`config.mk`:
```
export PLATFORM = sky130hd
export DESIGN_NAME = tspi_rx_slave
export DESIGN_NICKNAME = d
export VERILOG_FILES = /design/src/rtl/spi_pkg.sv /design/src/rtl/spi_sync_edge.sv /design/src/rtl/tspi_rx_slave.sv
export SDC_FILE = /design/constraint.sdc
export NUM_CORES = 1
export LEC_CHECK = 0
export BUFFER_PORTS_ARGS = -buffer_cell sky130_fd_sc_hd__buf_2
export CORE_MARGIN = 1
export CORE_UTILIZATION = 60
export DETAILED_ROUTE_END_ITERATION = 10
export PLACE_DENSITY = 0.79
export SLEW_MARGIN = 10
export SYNTH_ARGS = -nofsm -noshare
export SYNTH_HDL_FRONTEND = slang
export SYNTH_SLANG_ARGS = --single-unit
```
`constraint.sdc`:
```
create_clock -name clk -period 3.65 [get_ports clk]
set_input_delay 0.365 -clock clk [delete_from_list [all_inputs] [get_ports clk]]
set_output_delay 0.365 -clock clk [all_outputs]
set_load 0.03 [all_outputs]
```
`src/rtl/spi_pkg.sv`:
```
// spi_pkg: shared SPI types and constants for the transmit master and receive slave
package spi_pkg;
    typedef enum logic [1:0] {WAIT_IDLE, IDLE, SHIFT} state_t;
    localparam bit SPI_CPOL = 1'b0;
    localparam bit SPI_CPHA = 1'b0;
    function automatic int bit_cnt_w(input int w);
        return $clog2(w + 1);
    endfunction
endpackage

```
`src/rtl/spi_sync_edge.sv`:
```
// spi_sync_edge: multi-flop synchronizer with registered level and rise/fall detect
module spi_sync_edge #(
    parameter int SYNC_STAGES = 2,
    parameter bit RST_VAL = 1'b0
) (
    input  logic clk,
    input  logic rst,
    input  logic d,
    output logic level,
    output logic rise,
    output logic fall
);
    logic [SYNC_STAGES-1:0] s;
    logic q;
    logic p;
    // synchronizer chain, edge-detect register and its previous value
    always_ff @(posedge clk) begin
        if (rst) begin
            s <= {SYNC_STAGES{RST_VAL}};
            q <= RST_VAL;
            p <= RST_VAL;
        end else begin
            s <= {s[SYNC_STAGES-2:0], d};
            q <= s[SYNC_STAGES-1];
            p <= q;
        end
    end
    assign level = q;
    assign rise = q & ~p;
    assign fall = ~q & p;
endmodule

```
`src/rtl/tspi_rx_slave.sv`:
```
// tspi_rx_slave: SPI mode-0 receive deserializer with valid/ready output register
module tspi_rx_slave #(
    parameter int SPI0_0 = 8,
    parameter int SYNC_STAGES = 2,
    parameter int MSB_FIRST = 1
) (
    input  logic              clk,
    input  logic              rst,
    input  logic              CSN,
    input  logic              SCLK,
    input  logic              MOSI,
    output logic              rx_valid,
    output logic [SPI0_0-1:0] rx_data,
    input  logic              rx_ready,
    output logic              rx_busy,
    output logic              rx_ovf,
    output logic              rx_frame_err
);
    import spi_pkg::*;
    localparam int CW = bit_cnt_w(SPI0_0);
    localparam logic [2:0] SETTLE = 3'(SYNC_STAGES + 1);
    state_t state, state_nx;
    logic [SPI0_0-1:0] sr, sr_nx;
    logic [CW-1:0] cnt, cnt_nx;
    logic [2:0] settle;
    logic csn, csn_rise, csn_fall;
    logic sclk_level_unused, sclk_rise, sclk_fall_unused;
    logic mosi, mosi_rise_unused, mosi_fall_unused;
    logic shift, complete, load;

    spi_sync_edge #(.SYNC_STAGES(SYNC_STAGES), .RST_VAL(1'b1)) u_csn (
        .clk(clk), .rst(rst), .d(CSN), .level(csn), .rise(csn_rise), .fall(csn_fall)
    );
    spi_sync_edge #(.SYNC_STAGES(SYNC_STAGES), .RST_VAL(1'b0)) u_sclk (
        .clk(clk), .rst(rst), .d(SCLK), .level(sclk_level_unused), .rise(sclk_rise), .fall(sclk_fall_unused)
    );
    spi_sync_edge #(.SYNC_STAGES(SYNC_STAGES), .RST_VAL(1'b0)) u_mosi (
        .clk(clk), .rst(rst), .d(MOSI), .level(mosi), .rise(mosi_rise_unused), .fall(mosi_fall_unused)
    );

    // state register
    always_ff @(posedge clk) begin
        if (rst) state <= WAIT_IDLE;
        else state <= state_nx;
    end

    // next state, shift datapath and word-completion decode
    always_comb begin
        state_nx = state;
        shift = (state == SHIFT) && sclk_rise;
        complete = shift && (cnt == CW'(SPI0_0 - 1));
        load = complete && (!rx_valid || rx_ready);
        sr_nx = !shift ? sr : (MSB_FIRST != 0) ? {sr[SPI0_0-2:0], mosi} : {mosi, sr[SPI0_0-1:1]};
        cnt_nx = complete ? '0 : shift ? cnt + 1'b1 : cnt;
        case (state)
            WAIT_IDLE: state_nx = (csn && settle == SETTLE) ? IDLE : WAIT_IDLE;
            IDLE:      state_nx = csn_fall ? SHIFT : IDLE;
            SHIFT:     state_nx = csn_rise ? IDLE : SHIFT;
            default:   state_nx = WAIT_IDLE;
        endcase
    end

    // shift register, bit counter, output register and status pulses
    always_ff @(posedge clk) begin
        if (rst) begin
            sr <= '0;
            cnt <= '0;
            settle <= '0;
            rx_valid <= 1'b0;
            rx_data <= '0;
            rx_ovf <= 1'b0;
            rx_frame_err <= 1'b0;
        end else begin
            settle <= (settle != SETTLE) ? settle + 3'd1 : settle;
            sr <= (state == IDLE && csn_fall) ? '0 : sr_nx;
            cnt <= (state == IDLE && csn_fall) ? '0 : cnt_nx;
            rx_valid <= complete || (rx_valid && !rx_ready);
            rx_data <= load ? sr_nx : rx_data;
            rx_ovf <= complete && rx_valid && !rx_ready;
            rx_frame_err <= (state == SHIFT) && csn_rise && (cnt_nx != '0);
        end
    end

    assign rx_busy = (state == SHIFT);
endmodule

```
# After elaboration in Yosys (flattened, before gate mapping)
# Index checks and enable logic that the tools add are counted.
# Widths: inputs -> output; s select.
# totals
reg_bits,39
latch_bits,0
ramBits,0
rom_bits,0
output_inout_bits,12
wordCells,53
n_memories,0
# classes
addsub,2
multipliers,0
div,0
order_cmp,0
eq_ne,5
shift,0
mux,7
bitwise_logic,6
n_reduce_logical,17
# op_table
cell,count
$logic_and 1x1->1,10
$mux 4,2
$mux 8,1
$pmux 2 s3,1
$add 4x1->4 const B,1
$eq 4x3->1 const B,1
$mux 2,2
$reduce_bool 4->1,1
$add 3x1->3 const B,1
$and 1x1->1,3
$eq 3x2->1 const B,1
$ne 3x2->1 const B,1
$not 1->1,3
$eq 2x1->1 const B,1
$eq 2x2->1 const B,1
$logic_not 1->1,2
$logic_not 2->1,1
$logic_or 1x1->1,2
$reduce_or 2->1,1
$mux 1,1

# Longest topological paths before layout
# logic_depth
depth_word,7
ltp_mapped,5
mapped_depth_nobuf,5

# Modules after synthesis
# From an unflattened synthesis, not the netlist that was laid out.
# hier_totals
hier_cells,142
hier_area_um2,1490.2
# by_module_without_submodules
module,instances,cells_each,area_each_um2
tspi_rx_slave,1,112,1137.3
spi_sync_edge,3,10,117.6

# Worst setup path before layout
# No wires, ideal clock.
# synth_path
kind,reg-to-reg
start,reg cnt[0]
end,reg rx_frame_err
t_arrival_ps,1285
setup_slack_ps,2240
stages_incl_launch_ff,5
path_buffers,0
synth_period_minus_slack_ps,1410
cell_sequence,dfxtp_1 > ha_1 > or4_1 > o211ai_1 > a31oi_1
# synth_via
elab_chain_cells,5
# synth_lines
element,line_no,text
from (decl),tspi_rx_slave.sv:24,"logic [CW-1:0] cnt, cnt_nx;"
from (signal assigned),tspi_rx_slave.sv:76,cnt <= (state == IDLE && csn_fall) ? '0 : cnt_nx;
$add 4x1->4 / $eq 4x3->1 (equally long branches),"tspi_rx_slave.sv:54, tspi_rx_slave.sv:51",
$mux 4 / $logic_and 1x1->1 (equally long branches),"tspi_rx_slave.sv:54, tspi_rx_slave.sv:51",
$mux 4 *,tspi_rx_slave.sv:54,cnt_nx = complete ? '0 : shift ? cnt + 1'b1 : cnt;
$reduce_bool 4->1 *,tspi_rx_slave.sv:80,rx_frame_err <= (state == SHIFT) && csn_rise && (cnt_nx != '0);
$logic_and 1x1->1 *,tspi_rx_slave.sv:80,
to (signal assigned),tspi_rx_slave.sv:80,
to (decl),tspi_rx_slave.sv:17,output logic rx_frame_err
# Mark *: on every way between the ends. The rest lies on a longest branch, timed or not.
# A chain may end at the register's enable or synchronous reset.

# Worst setup path in the final report
# layout_path
start,reg state[0]
end,reg cnt[3]
# layout_via
elab_chain_cells,4
# layout_lines
element,line_no,text
from (decl),tspi_rx_slave.sv:22,"state_t state, state_nx;"
from (signal assigned),tspi_rx_slave.sv:44,else state <= state_nx;
$eq 2x2->1,tspi_rx_slave.sv:50,shift = (state == SHIFT) && sclk_rise;
$logic_and 1x1->1,tspi_rx_slave.sv:50,
$mux 4 / $logic_and 1x1->1 (equally long branches),"tspi_rx_slave.sv:54, tspi_rx_slave.sv:51",
$mux 4,tspi_rx_slave.sv:54,
# Parallel ways exist; a longest one is shown, timed or not.

==> summary.md <==
| Metric | Value |
|---|---|
| Post-Syn Area | `approximately 1500 sq um` |
| CP Class | `reg2reg` |
| First-pass GRT wire length | `roughly 4100 um` |
| Post-CTS Setup Bufs | `0` |
| Initial antenna violation count | `0` |
| Syn nets | `about 170` |
| Max cap viols | `0` |
| Dominant cells by area after synthesis | `dfxtp_1 (51%), nand2b_1 (8.4%), mux2i_1 (6.1%)` |
| CTS root buf | `clkbuf_4` |
| Setup violators final | `0` |
| Net count, final | `182` |
| Pwr per Cell Area | `426.9 nW/um^2` |
| DRC violations left | `0` |
| Vias | `roughly 1100` |
| Starting Density | `0.6537` |
| Vias/cell | `roughly 5.4` |
| Post-Synthesis Cells | `156` |
| Io pins | `18` |
| Clock Latency Late Sink | `between 300 and 400 ps` |
| Starting DRC count in detailed routing | `20` |
| Final period utilization | `0.4988` |
| Worst-Margin Slew | `between 800 and 900 ps` |
| Slowest CP cell | `or4_4` |
| Synth area leader | `dfxtp_1` |
| GR peak layer | `met2` |
| Clk slew on worst S/H paths | `roughly 110 ps` |
| Core ar. | `about 2300 sq um` |
| Top cells by count, synth | `dfxtp_1 (38), nand2b_1 (20), nand2_1 (17), a21oi_1 (14), mux2i_1 (9)` |
| P_leak | `between 0.6 and 0.7 nW` |
| Run status | `finished, final reports clean` |
| Number of global-route vias before repair | `974` |
| Most used DFF post-synth | `dfxtp_1` |
| Netlist cell types | `32` |
| GRT Residual Overflow | `0` |
| Routability cong. | `~0.77` |
| Crit. Startpoint | `state[0]$_SDFF_PP0_` |
| Clk_skew | `between 10 and 15 ps` |
| Die W | `roughly 52 um` |
| Fmax | `between 500 and 600 MHz` |
| Die H | `a little over 50 um` |
| CP Launch Type | `flip-flop` |
| Pin count of the biggest net entering global routing | `37` |
| Setup TNS Final | `0 ps` |
| P&R area growth vs syn | `10.60%` |
| Slew margin rel. | `0.4439` |
| Register bit total from synthesis | `38` |
| CP Capture Type | `flip-flop` |
| Hold Path Cell Cnt | `2` |
| Post-CTS Hold Fix Bufs | `0` |
| Total CTS buffers | `5` |
| Non-Filler Instances | `~200` |
| Clock Path Buffers | `2` |
| Met3 usage | `0.06140` |
| Worst path bufs/invs | `0` |
| Final Max Tran Viols | `0` |
| Slowest cell delay on critical path | `670 ps` |
| Worst hold path class | `in2reg` |
| Synth top area share | `0.5114` |
| Crit path required time | `a little under 4000 ps` |
| CP cell instances | `nand4bb_1, or4_4, a21oi_2` |
| CTS resizes | `0` |
| Fraction of layout cells with a size suffix above 1 | `0.1954` |
| Syn Area/Cell | `9.536 sq um` |
| Critical path's top delay family | `simple AND/OR/NAND/NOR gates` |
| Post-synth EDFFs | `0` |
| TritonRoute pass-1 iters | `4` |
| Endpoint of the lowest-slack register-to-register path | `cnt[3]$_SDFF_PP0_` |
| Detail Route Antenna Nets | `0` |
| Part of the Yosys area used for sequential elements | `0.5114` |
| Post-route minimum period | `~1800 ps` |
| Hold_sp | `CSN` |
| Hold endpoint | `u_csn.s[0]$_SDFF_PP1_` |
| Met1 global-route usage | `0.2555` |
| CTS H-tree depth | `2` |
| Clk sinks | `38` |
| Worst R2R Start | `state[0]$_SDFF_PP0_` |
| Buffers on Ports | `17` |
| Total Routing Usage GR | `0.2165` |
| VDD IR max | `approximately 0.00033 V` |
| Register-to-Register Path Depth | `3` |
| Core Rows | `17` |
| Worst Path Arrival | `2090 ps` |
| Drt total wl | `2451 um` |
| M2 GR Usage | `0.3398` |
| Wirelength per Cell | `between 10 and 15 um` |
| Syn. warnings | `0` |
| Diodes inserted | `0` |
| TritonCTS clock tree | `built` |
| Top-count cell post-synth | `dfxtp_1` |
| Hpwl dp | `about 1700 um` |
| Die ar. | `between 2000 and 3000 sq um` |
| Fin. Hold Viols | `0` |
| Fraction of registers with async set or reset after synthesis | `0` |
| Worst R2R Setup Slack | `between 1500 and 2000 ps` |
| Placed Cells | `~190` |
| WP depth | `3` |
| RSZ-0062 raised after global routing | `false` |
| Crit path max fanout | `16` |
how the worst max path moves through the flow:
| stage | endpoint | slack [ps] |
|---|---|---|
| detailed placement | cnt[3]$_SDFF_PP0_ | 1860 |
| finish | cnt[3]$_SDFF_PP0_ | 1830 |
| floorplan | rx_frame_err$_SDFF_PP0_ | 2240 |
| global route | rx_data[7]$_SDFFE_PP0P_ | 1630 |
| CTS | cnt[3]$_SDFF_PP0_ | 1820 |
| global placement | cnt[3]$_SDFF_PP0_ | 1930 |
through the flow:
step | power, mW | setup slack (ps) | area (sq um) | hold slack [ps] | util
after floorplan | 0.4763 | 2240 | 1488 | 389.5 | -
after global placement | 0.4825 | 1926 | 1582 | 400.2 | 0.6949
after detailed placement | 0.4851 | 1862 | 1582 | 400.1 | 0.6949
after CTS | 0.7113 | 1815 | 1645 | 200.1 | 0.7229
after global routing | 0.7358 | 1634 | 1645 | 196.8 | 0.7229
final | 0.7023 | 1830 | 1645 | 213.6 | 0.7229
power by group:
group          total, mW  internal [mW]  leakage (nW)  switching, mW
combinational     0.0421         0.0207         0.269         0.0213
clock              0.225         0.0926        0.0343          0.133
sequential         0.435          0.427         0.308        0.00774
layer usage:
layer  up-vias  routed length (um)
met5         -                   0
met4         0                  55
met3         7                  79
met2        21                1162
met1       499                1153
li1        561                   -
flip-flops by register name, summed over array words and instances, names as in the netlist:
register      flops
settle            3
sr                7
state             2
rx_data           8
u_csn.level       1
u_sclk.p          1
u_mosi.level      1
u_mosi.s          2
rx_frame_err      1
u_sclk.level      1
rx_valid          1
u_csn.s           2
u_csn.p           1
cnt               4
u_sclk.s          2
rx_ovf            1
cells in the final DEF, fill, tap and decap left out, types with 5 or more instances in the layout:
cell type,count
nand2_1,17
buf_2,17
nand2b_1,20
clkbuf_4,5
a21oi_1,14
mux2i_1,9
or2_2,5
dfxtp_1,38
nor2b_1,7
cell type report:
| type | count | area (sq um) |
|---|---|---|
| sequential | 38 | 760.7 |
| fill | 188 | 630.6 |
| timing repair buffer | 19 | 100.1 |
| clock buffer | 6 | 51.30 |
| clock inverter | 2 | 12.51 |
| tap | 28 | 35.03 |
| multi-input combinational | 105 | 670.6 |
| inverter | 4 | 15.01 |
cells by family after synthesis:
logic type | synth area share
xor gates and xnor gates | 0.005888
DFF | 0.5114
AOI/OAI and AO/OA | 0.09672
muxes | 0.06056
adders and majority gates | 0.02523
and+or+nand+nor | 0.2624
buffers and inverters | 0.03784
Power figures use the tool's default switching activity.
